<file path="config.mk">
export PLATFORM = sky130hd
export DESIGN_NAME = mips_mc_ctrl
export DESIGN_NICKNAME = d
export VERILOG_FILES = /design/src/rtl/mips_ctrl_pkg.sv /design/src/rtl/mips_alu_dec.sv /design/src/rtl/mips_mc_ctrl.sv
export SDC_FILE = /design/constraint.sdc
export NUM_CORES = 1
export LEC_CHECK = 0
export ABC_AREA = 1
export CAP_MARGIN = 20
export CORE_UTILIZATION = 34
export DETAILED_ROUTE_END_ITERATION = 7
export PLACE_DENSITY = 0.76
export SLEW_MARGIN = 30
export SYNTH_ARGS = -nofsm -noshare
export SYNTH_HDL_FRONTEND = slang
export SYNTH_SLANG_ARGS = --single-unit
export TNS_END_PERCENT = 100
</file>
<file path="constraint.sdc">
create_clock -name clk -period 1.2 [get_ports clk]
set_clock_uncertainty 0.1 [all_clocks]
set_input_delay 0.24 -clock clk [delete_from_list [all_inputs] [get_ports clk]]
set_output_delay 0.24 -clock clk [all_outputs]
set_load 0.1 [all_outputs]
</file>
<file path="src/rtl/mips_ctrl_pkg.sv">
// Shared encodings for the multicycle MIPS controller: states, opcodes, functs,
// ALU operation codes and datapath select constants.
package mips_ctrl_pkg;

    localparam int unsigned OP_W    = 6;
    localparam int unsigned ALUOP_W = 3;
    localparam int unsigned SEL_W   = 2;
    localparam int unsigned STATE_W = 4;

    typedef enum logic [STATE_W-1:0] {
        S_FETCH   = 4'd0,
        S_DECODE  = 4'd1,
        S_MEMADR  = 4'd2,
        S_MEMRD   = 4'd3,
        S_MEMWB   = 4'd4,
        S_MEMWR   = 4'd5,
        S_EXECUTE = 4'd6,
        S_ALUWB   = 4'd7,
        S_BRANCH  = 4'd8,
        S_IMMEX   = 4'd9,
        S_IMMWB   = 4'd10,
        S_JUMP    = 4'd11
    } state_t;

    localparam logic [OP_W-1:0] OP_RTYPE = 6'b000000;
    localparam logic [OP_W-1:0] OP_J     = 6'b000010;
    localparam logic [OP_W-1:0] OP_BEQ   = 6'b000100;
    localparam logic [OP_W-1:0] OP_ADDI  = 6'b001000;
    localparam logic [OP_W-1:0] OP_ORI   = 6'b001101;
    localparam logic [OP_W-1:0] OP_LUI   = 6'b001111;
    localparam logic [OP_W-1:0] OP_LW    = 6'b100011;
    localparam logic [OP_W-1:0] OP_SW    = 6'b101011;

    localparam logic [OP_W-1:0] FN_ADD = 6'b100000;
    localparam logic [OP_W-1:0] FN_SUB = 6'b100010;
    localparam logic [OP_W-1:0] FN_OR  = 6'b100101;
    localparam logic [OP_W-1:0] FN_SLT = 6'b101010;

    localparam logic [ALUOP_W-1:0] ALU_ADD = 3'b010;
    localparam logic [ALUOP_W-1:0] ALU_SUB = 3'b110;
    localparam logic [ALUOP_W-1:0] ALU_OR  = 3'b001;
    localparam logic [ALUOP_W-1:0] ALU_LUI = 3'b000;
    localparam logic [ALUOP_W-1:0] ALU_SLT = 3'b111;

    localparam logic [SEL_W-1:0] SRCB_B     = 2'b00;
    localparam logic [SEL_W-1:0] SRCB_FOUR  = 2'b01;
    localparam logic [SEL_W-1:0] SRCB_IMM   = 2'b10;
    localparam logic [SEL_W-1:0] SRCB_BRIMM = 2'b11;

    localparam logic [SEL_W-1:0] PCSRC_ALU    = 2'b00;
    localparam logic [SEL_W-1:0] PCSRC_ALUOUT = 2'b01;
    localparam logic [SEL_W-1:0] PCSRC_JUMP   = 2'b10;

endpackage

</file>
<file path="src/rtl/mips_alu_dec.sv">
// Combinational opcode/funct to aluop decoder; funct_legal flags supported R-type functs.
module mips_alu_dec
    import mips_ctrl_pkg::*;
(
    input  logic [5:0] opcode,
    input  logic [5:0] funct,
    output logic [2:0] aluop,
    output logic       funct_legal
);

    logic [ALUOP_W-1:0] r_aluop;

    // R-type funct field mapping
    always_comb begin
        r_aluop     = ALU_ADD;
        funct_legal = 1'b0;
        case (funct)
            FN_ADD: begin r_aluop = ALU_ADD; funct_legal = 1'b1; end
            FN_SUB: begin r_aluop = ALU_SUB; funct_legal = 1'b1; end
            FN_OR:  begin r_aluop = ALU_OR;  funct_legal = 1'b1; end
            FN_SLT: begin r_aluop = ALU_SLT; funct_legal = 1'b1; end
            default: ;
        endcase
    end

    // immediate instructions select by opcode, R-type by funct
    always_comb begin
        aluop = ALU_ADD;
        case (opcode)
            OP_RTYPE: aluop = r_aluop;
            OP_ORI:   aluop = ALU_OR;
            OP_LUI:   aluop = ALU_LUI;
            default:  aluop = ALU_ADD;
        endcase
    end

endmodule

</file>
<file path="src/rtl/mips_mc_ctrl.sv">
// Multicycle MIPS main controller (Moore FSM). Define MC_CTRL_MEMWAIT_EN to make
// FETCH, MEMRD and MEMWR stall on mem_ready.
module mips_mc_ctrl
    import mips_ctrl_pkg::*;
(
    input  logic       clk,
    input  logic       rst,
    input  logic [5:0] opcode,
    input  logic [5:0] funct,
    input  logic       zero,
    input  logic       mem_ready,
    output logic       pc_en,
    output logic [1:0] pc_src,
    output logic       iord,
    output logic       mem_write,
    output logic       ir_write,
    output logic       reg_write,
    output logic       reg_dst,
    output logic       mem_to_reg,
    output logic       alu_src_a,
    output logic [1:0] alu_src_b,
    output logic       imm_zext,
    output logic [2:0] aluop,
    output logic       illegal,
    output logic       retire,
    output logic [3:0] state
);

    state_t             state_q;
    state_t             state_d;
    logic               pc_write;
    logic               branch;
    logic [ALUOP_W-1:0] dec_aluop;
    logic               funct_legal;
    logic               mem_ok;

`ifdef MC_CTRL_MEMWAIT_EN
    assign mem_ok = mem_ready;
`else
    logic unused_mem_ready;
    assign unused_mem_ready = mem_ready;
    assign mem_ok = 1'b1;
`endif

    mips_alu_dec u_alu_dec (
        .opcode      (opcode),
        .funct       (funct),
        .aluop       (dec_aluop),
        .funct_legal (funct_legal)
    );

    always_ff @(posedge clk or posedge rst) begin
        if (rst) state_q <= S_FETCH;
        else     state_q <= state_d;
    end

    always_comb begin
        state_d    = state_q;
        pc_write   = 1'b0;
        branch     = 1'b0;
        pc_src     = PCSRC_ALU;
        iord       = 1'b0;
        mem_write  = 1'b0;
        ir_write   = 1'b0;
        reg_write  = 1'b0;
        reg_dst    = 1'b0;
        mem_to_reg = 1'b0;
        alu_src_a  = 1'b0;
        alu_src_b  = SRCB_B;
        imm_zext   = 1'b0;
        aluop      = ALU_ADD;
        illegal    = 1'b0;
        retire     = 1'b0;

        case (state_q)
            S_FETCH: begin
                alu_src_b = SRCB_FOUR;
                if (mem_ok) begin
                    ir_write = 1'b1;
                    pc_write = 1'b1;
                    state_d  = S_DECODE;
                end
            end
            S_DECODE: begin
                alu_src_b = SRCB_BRIMM;
                case (opcode)
                    OP_LW, OP_SW:          state_d = S_MEMADR;
                    OP_BEQ:                state_d = S_BRANCH;
                    OP_ADDI, OP_ORI, OP_LUI: state_d = S_IMMEX;
                    OP_J:                  state_d = S_JUMP;
                    OP_RTYPE: begin
                        if (funct_legal) begin
                            state_d = S_EXECUTE;
                        end else begin
                            illegal = 1'b1;
                            retire  = 1'b1;
                            state_d = S_FETCH;
                        end
                    end
                    default: begin
                        illegal = 1'b1;
                        retire  = 1'b1;
                        state_d = S_FETCH;
                    end
                endcase
            end
            S_MEMADR: begin
                alu_src_a = 1'b1;
                alu_src_b = SRCB_IMM;
                state_d   = (opcode == OP_LW) ? S_MEMRD : S_MEMWR;
            end
            S_MEMRD: begin
                iord = 1'b1;
                if (mem_ok) state_d = S_MEMWB;
            end
            S_MEMWB: begin
                reg_write  = 1'b1;
                mem_to_reg = 1'b1;
                retire     = 1'b1;
                state_d    = S_FETCH;
            end
            S_MEMWR: begin
                iord      = 1'b1;
                mem_write = 1'b1;
                if (mem_ok) begin
                    retire  = 1'b1;
                    state_d = S_FETCH;
                end
            end
            S_EXECUTE: begin
                alu_src_a = 1'b1;
                alu_src_b = SRCB_B;
                aluop     = dec_aluop;
                state_d   = S_ALUWB;
            end
            S_ALUWB: begin
                reg_write = 1'b1;
                reg_dst   = 1'b1;
                retire    = 1'b1;
                state_d   = S_FETCH;
            end
            S_BRANCH: begin
                alu_src_a = 1'b1;
                aluop     = ALU_SUB;
                branch    = 1'b1;
                pc_src    = PCSRC_ALUOUT;
                retire    = 1'b1;
                state_d   = S_FETCH;
            end
            S_IMMEX: begin
                alu_src_a = 1'b1;
                alu_src_b = SRCB_IMM;
                aluop     = dec_aluop;
                imm_zext  = (opcode == OP_ORI) || (opcode == OP_LUI);
                state_d   = S_IMMWB;
            end
            S_IMMWB: begin
                reg_write = 1'b1;
                retire    = 1'b1;
                state_d   = S_FETCH;
            end
            S_JUMP: begin
                pc_write = 1'b1;
                pc_src   = PCSRC_JUMP;
                retire   = 1'b1;
                state_d  = S_FETCH;
            end
            default: state_d = S_FETCH;
        endcase

        // reset holds state at FETCH; suppress every side effect while asserted
        if (rst) begin
            pc_write  = 1'b0;
            branch    = 1'b0;
            mem_write = 1'b0;
            ir_write  = 1'b0;
            reg_write = 1'b0;
            illegal   = 1'b0;
            retire    = 1'b0;
        end
    end

    assign pc_en = pc_write | (branch & zero);
    assign state = state_q;

endmodule
</file>
==> flow_metrics.env, run 1 <==
export IMPL_post_cts_setup_buffer_count=10
export IMPL_htree_levels=1
export IMPL_yosysMostFrequentCell="nand2_1"
export IMPL_fp_dieH_microns=46.3
export IMPL_syn_num_nets=144
export IMPL_outcome="aborted with a tool error"
export IMPL_yosysSeqAreaShare=0.150
export IMPL_pin_count=38
export IMPL_asyncSetResetFlopFracSynth=1.00
export IMPL_place_gp_congestion=0.869
export IMPL_mappedNetlistArea_sq_um=668
export IMPL_error_message="[ERROR DPL-0038] Utilization greater than 100%, impossible to legalize"
export IMPL_synth_cells=128
export IMPL_rows=15
export IMPL_synth_distinct_cells=18
export IMPL_yosysTopAreaCell="nand2_1"
export IMPL_avgSynthCellArea_sq_um=5.22
export IMPL_die_w_microns=46.3
export IMPL_ys_ff_latch=4
export IMPL_synth_top_area_share=0.174
export IMPL_yosys_warnings=0
export IMPL_io_buffer_count=36
export IMPL_place_hpwl_microns=3540
export IMPL_cts_sinks=4
export IMPL_initial_core_util=0.375
export IMPL_post_cts_resized=66
export IMPL_synth_common_cells="31 x nand2_1, 26 x nor2_1, 24 x inv_1"
export IMPL_synth_top_flop_cell="dfrtp_1"
export IMPL_cts_buffers=3
export IMPL_synth_edff_count=0
export IMPL_root_buffer="clkbuf_4"
export IMPL_holdBufCountCts=0
export IMPL_lastStage="4_1_cts"
export IMPL_cts_buffer_depth=2
export IMPL_synth_area_top_cells="nand2_1 17%, dfrtp_1 15%, nor2_1 15%, inv_1 13%, nand3_1 12%"
metrics by stage:
| stage | util | cells | setup slack (ns) | instance area, sq um | setup TNS [ns] |
|---|---|---|---|---|---|
| after floorplan | - | 128 | -1.53 | 848 | -14.58 |
| after global placement | 0.958 | 222 | -0.862 | 1710 | -10.68 |
| after detailed placement | 0.958 | 222 | -1.03 | 1710 | -12.97 |
logic make-up after synthesis:
family	Yosys count	share of synthesized area
and+or+nand+nor	87	0.614
buffers and inverters	29	0.163
DFF	4	0.150
AOI/OAI and AO/OA	8	0.0730
==> run 2: changes to the inputs <==
--- a/config.mk
+++ b/config.mk
@@ -7,9 +7,10 @@
 export LEC_CHECK = 0
 export ABC_AREA = 1
 export CAP_MARGIN = 20
-export CORE_UTILIZATION = 34
+export CORE_AREA = 2 2 63 65
 export DETAILED_ROUTE_END_ITERATION = 7
-export PLACE_DENSITY = 0.76
+export DIE_AREA = 0 0 65 67
+export PLACE_DENSITY_LB_ADDON = 0.15
 export SLEW_MARGIN = 30
 export SYNTH_ARGS = -nofsm -noshare
 export SYNTH_HDL_FRONTEND = slang
==> constraint.sdc (replaced) <==
create_clock -name clk -period 1.55 [get_ports clk]
set_clock_uncertainty 0.1 [all_clocks]
set_input_delay 0.31 -clock clk [delete_from_list [all_inputs] [get_ports clk]]
set_output_delay 0.31 -clock clk [all_outputs]
set_load 0.1 [all_outputs]
==> run 2 against run 1 <==
  * The flow now finishes, with violations (negative setup slack)
  * Area after synthesis unchanged
  * Synthesized cell count unchanged
==> flow_metrics.env, run 2 <==
export IMPL_setup_viol=18
export IMPL_die_area_sq_mm=0.00436
export IMPL_diodes=0
export IMPL_critPathTopFamily="flip-flops"
export IMPL_grt_pass1_wl_microns=4550
export IMPL_power_net_switching_uw=1610
export IMPL_fp_dieH_microns=67
export IMPL_switching_share=0.571
export IMPL_initial_core_util=0.185
export IMPL_r2r_cells=9
export IMPL_cts_buffers=3
export IMPL_finalNetCount=226
export IMPL_antenna_found_initial=0
export IMPL_r2r_end="state[1]"
export IMPL_synth_common_cells="31 x nand2_1, 26 x nor2_1, 24 x inv_1"
export IMPL_r2r_start="state[2]"
export IMPL_pwr_share_clk=0.079
export IMPL_dr_pass1_iters=4
export IMPL_cp_start_kind="flip-flop"
export IMPL_largest_register_ff_count=4
export IMPL_crit_chain="inv_4 -> nor2_4 -> inv_1 -> o22ai_1 -> nand2_1 -> nand2_4 -> buf_12"
export IMPL_worst_path_max_fanout=5
export IMPL_slew_viol_final=0
export IMPL_core_area_sq_mm=0.00361
export IMPL_whs_ns=0.363
export IMPL_vdd_drop_max_uv=774
export IMPL_worstSetupPathType="flip-flop to output port"
export IMPL_synth_cells=128
export IMPL_busiest_layer="met2"
export IMPL_yosysSeqAreaShare=0.150
export IMPL_fin_util=0.542
export IMPL_routed_wl_microns=2710
export IMPL_htree_levels=1
export IMPL_p_comb_frac=0.845
export IMPL_relSlewSlack=0.843
export IMPL_p_int_uw=1210
export IMPL_yosys_warnings=0
export IMPL_met2_usage=0.251
export IMPL_critPathArrivalTime_ns=1.54
export IMPL_place_hpwl_microns=2160
export IMPL_met3_usage=0.0253
export IMPL_final_common_cell="buf_4"
export IMPL_place_gp_congestion=0.806
export IMPL_final_hold_viol_count=0
export IMPL_avgSynthCellArea_sq_um=5.22
export IMPL_post_drt_wl_per_cell_microns=10.6
export IMPL_grt_pass1_vias=1099
export IMPL_num_vias=1084
export IMPL_worst_pin_slew_ns=0.234
export IMPL_max_freq_mhz=513
export IMPL_violations="negative setup slack"
export IMPL_grt_max_degree=7
export IMPL_fin_crit_sh=1.26
export IMPL_rsz0062_at_grt="true"
export IMPL_yosysMostFrequentCell="nand2_1"
export IMPL_synth_area_top_cells="nand2_1 17%, dfrtp_1 15%, nor2_1 15%, inv_1 13%, nand3_1 12%"
export IMPL_synth_edff_count=0
export IMPL_ff2ff_setup_slack_ns=0.02
export IMPL_required_ns=1.14
export IMPL_slowest_stage="dfrtp_4"
export IMPL_grtUsageMet1=0.154
export IMPL_synth_top_area_share=0.174
export IMPL_placed_area_sq_mm=0.00176
export IMPL_syn_num_nets=144
export IMPL_drive_gt1_frac=0.625
export IMPL_pin_count=38
export IMPL_maxCapViolCount=0
export IMPL_cts_sinks=4
export IMPL_clk_latency_ns=0.22
export IMPL_cts_buffer_depth=2
export IMPL_cts_tree="yes"
export IMPL_synth_top_flop_cell="dfrtp_1"
export IMPL_root_buffer="clkbuf_8"
export IMPL_holdBufCountCts=0
export IMPL_syn2layout_area_growth_pct=193
export IMPL_ys_ff_latch=4
export IMPL_outcome="complete, but fails checks"
export IMPL_power_density_mw_per_mm2=1450
export IMPL_worst_path_buf_inv=3
export IMPL_mappedNetlistArea_sq_um=668
export IMPL_p_seq_frac=0.077
export IMPL_synth_distinct_cells=18
export IMPL_stdcell_area_sq_mm=0.00196
export IMPL_asyncSetResetFlopFracSynth=1.00
export IMPL_io_buffer_count=36
export IMPL_grt_overflow=0
export IMPL_clk_pin_slew_ns=0.03
export IMPL_rows=22
export IMPL_end_kind="output port"
export IMPL_fin_ws_ns=-0.399
export IMPL_period_needed_ns=1.95
export IMPL_via_per_inst=4.23
export IMPL_layout_common_cells="33 x buf_4, 22 x buf_12, 17 x inv_1, 17 x nand2_1, 15 x nor2_1"
export IMPL_yosysTopAreaCell="nand2_1"
export IMPL_ant_nets=0
export IMPL_drc=0
export IMPL_hold_class="input pin to asynchronous set/reset pin"
export IMPL_power_uw=2830
export IMPL_drtIter0Drc=46
export IMPL_p_leak_uw=0.000913
export IMPL_grt_util_all_layers=0.132
export IMPL_slowest_delay_ns=0.46
export IMPL_die_w_microns=65
==> run 2: cell counts after synthesis <==
Identical to the previous run, type by type.
==> run 2: area by class of cell <==
class	count	area (sq um)
Clock buffer	3	41.3
Timing Repair Buffer	77	902
Multi-Input combinational cell	95	707
Inverter	29	130
Fill cell	343	1650
Sequential cell	4	115
Tap cell	48	60.1
==> run 2: per-stage QoR <==
stage                     TNS [ns]  worst slack, ns  instances
after floorplan              -8.79            -1.25        128
after global placement       -5.32           -0.675        248
final                        -5.56           -0.399        256
after CTS                    -5.93           -0.414        253
after detailed placement     -5.56           -0.705        248
after global routing         -6.94           -0.482        256
==> run 2: layer usage <==
| layer | part of all wire | wire (microns) |
|---|---|---|
| met1 | 0.41 | 1110 |
| met2 | 0.55 | 1490 |
| met3 | 0.038 | 103 |
| met4 | 0.0037 | 10 |
| met5 | 0 | 0 |
==> run 2: worst min-delay path: stages <==
cell	delay (ns)
clkdlybuf4s50_1	0.46
inv_1	0.10
buf_4	0.13
==> run 2: power by group through the flow <==
stage	clock network (uW)	registers, uW	logic [uW]
2_1_floorplan	0	412	1160
3_3_place_gp	0	203	2270
3_5_place_dp	0	203	2280
4_1_cts	228	215	2380
5_1_grt	237	222	2490
6_report	222	217	2390
==> run 2: worst max path at each step <==
stage | startpoint | endpoint | slack (ns) | cells past startpoint
4_1_cts | state[3] | reg_write | -0.41 | 6
2_1_floorplan | state[3] | reg_write | -1.25 | 5
5_1_grt | opcode[0] | illegal | -0.48 | 8
3_3_place_gp | opcode[5] | illegal | -0.67 | 8
6_report | state[3] | retire | -0.40 | 7
3_5_place_dp | opcode[5] | illegal | -0.71 | 8
==> run 2: logic make-up after synthesis <==
| logic type | count (synthesis) | synth area share |
|---|---|---|
| AND/OR/NAND/NOR | 87 | 0.614 |
| flip-flops | 4 | 0.150 |
| AO/OA/AOI/OAI | 8 | 0.0730 |
| buffers and inverters | 29 | 0.163 |
==> run 2: repair_timing <==
item / 4_1_cts / 5_1_grt
endpoints found under the setup margin: 20 / 21
gates resized for setup: 51 / 9
gates cloned: 0 / 0
pin swaps: 23 / 7
setup buffers: 3 / 4
(Power assumes the default switching activity.)
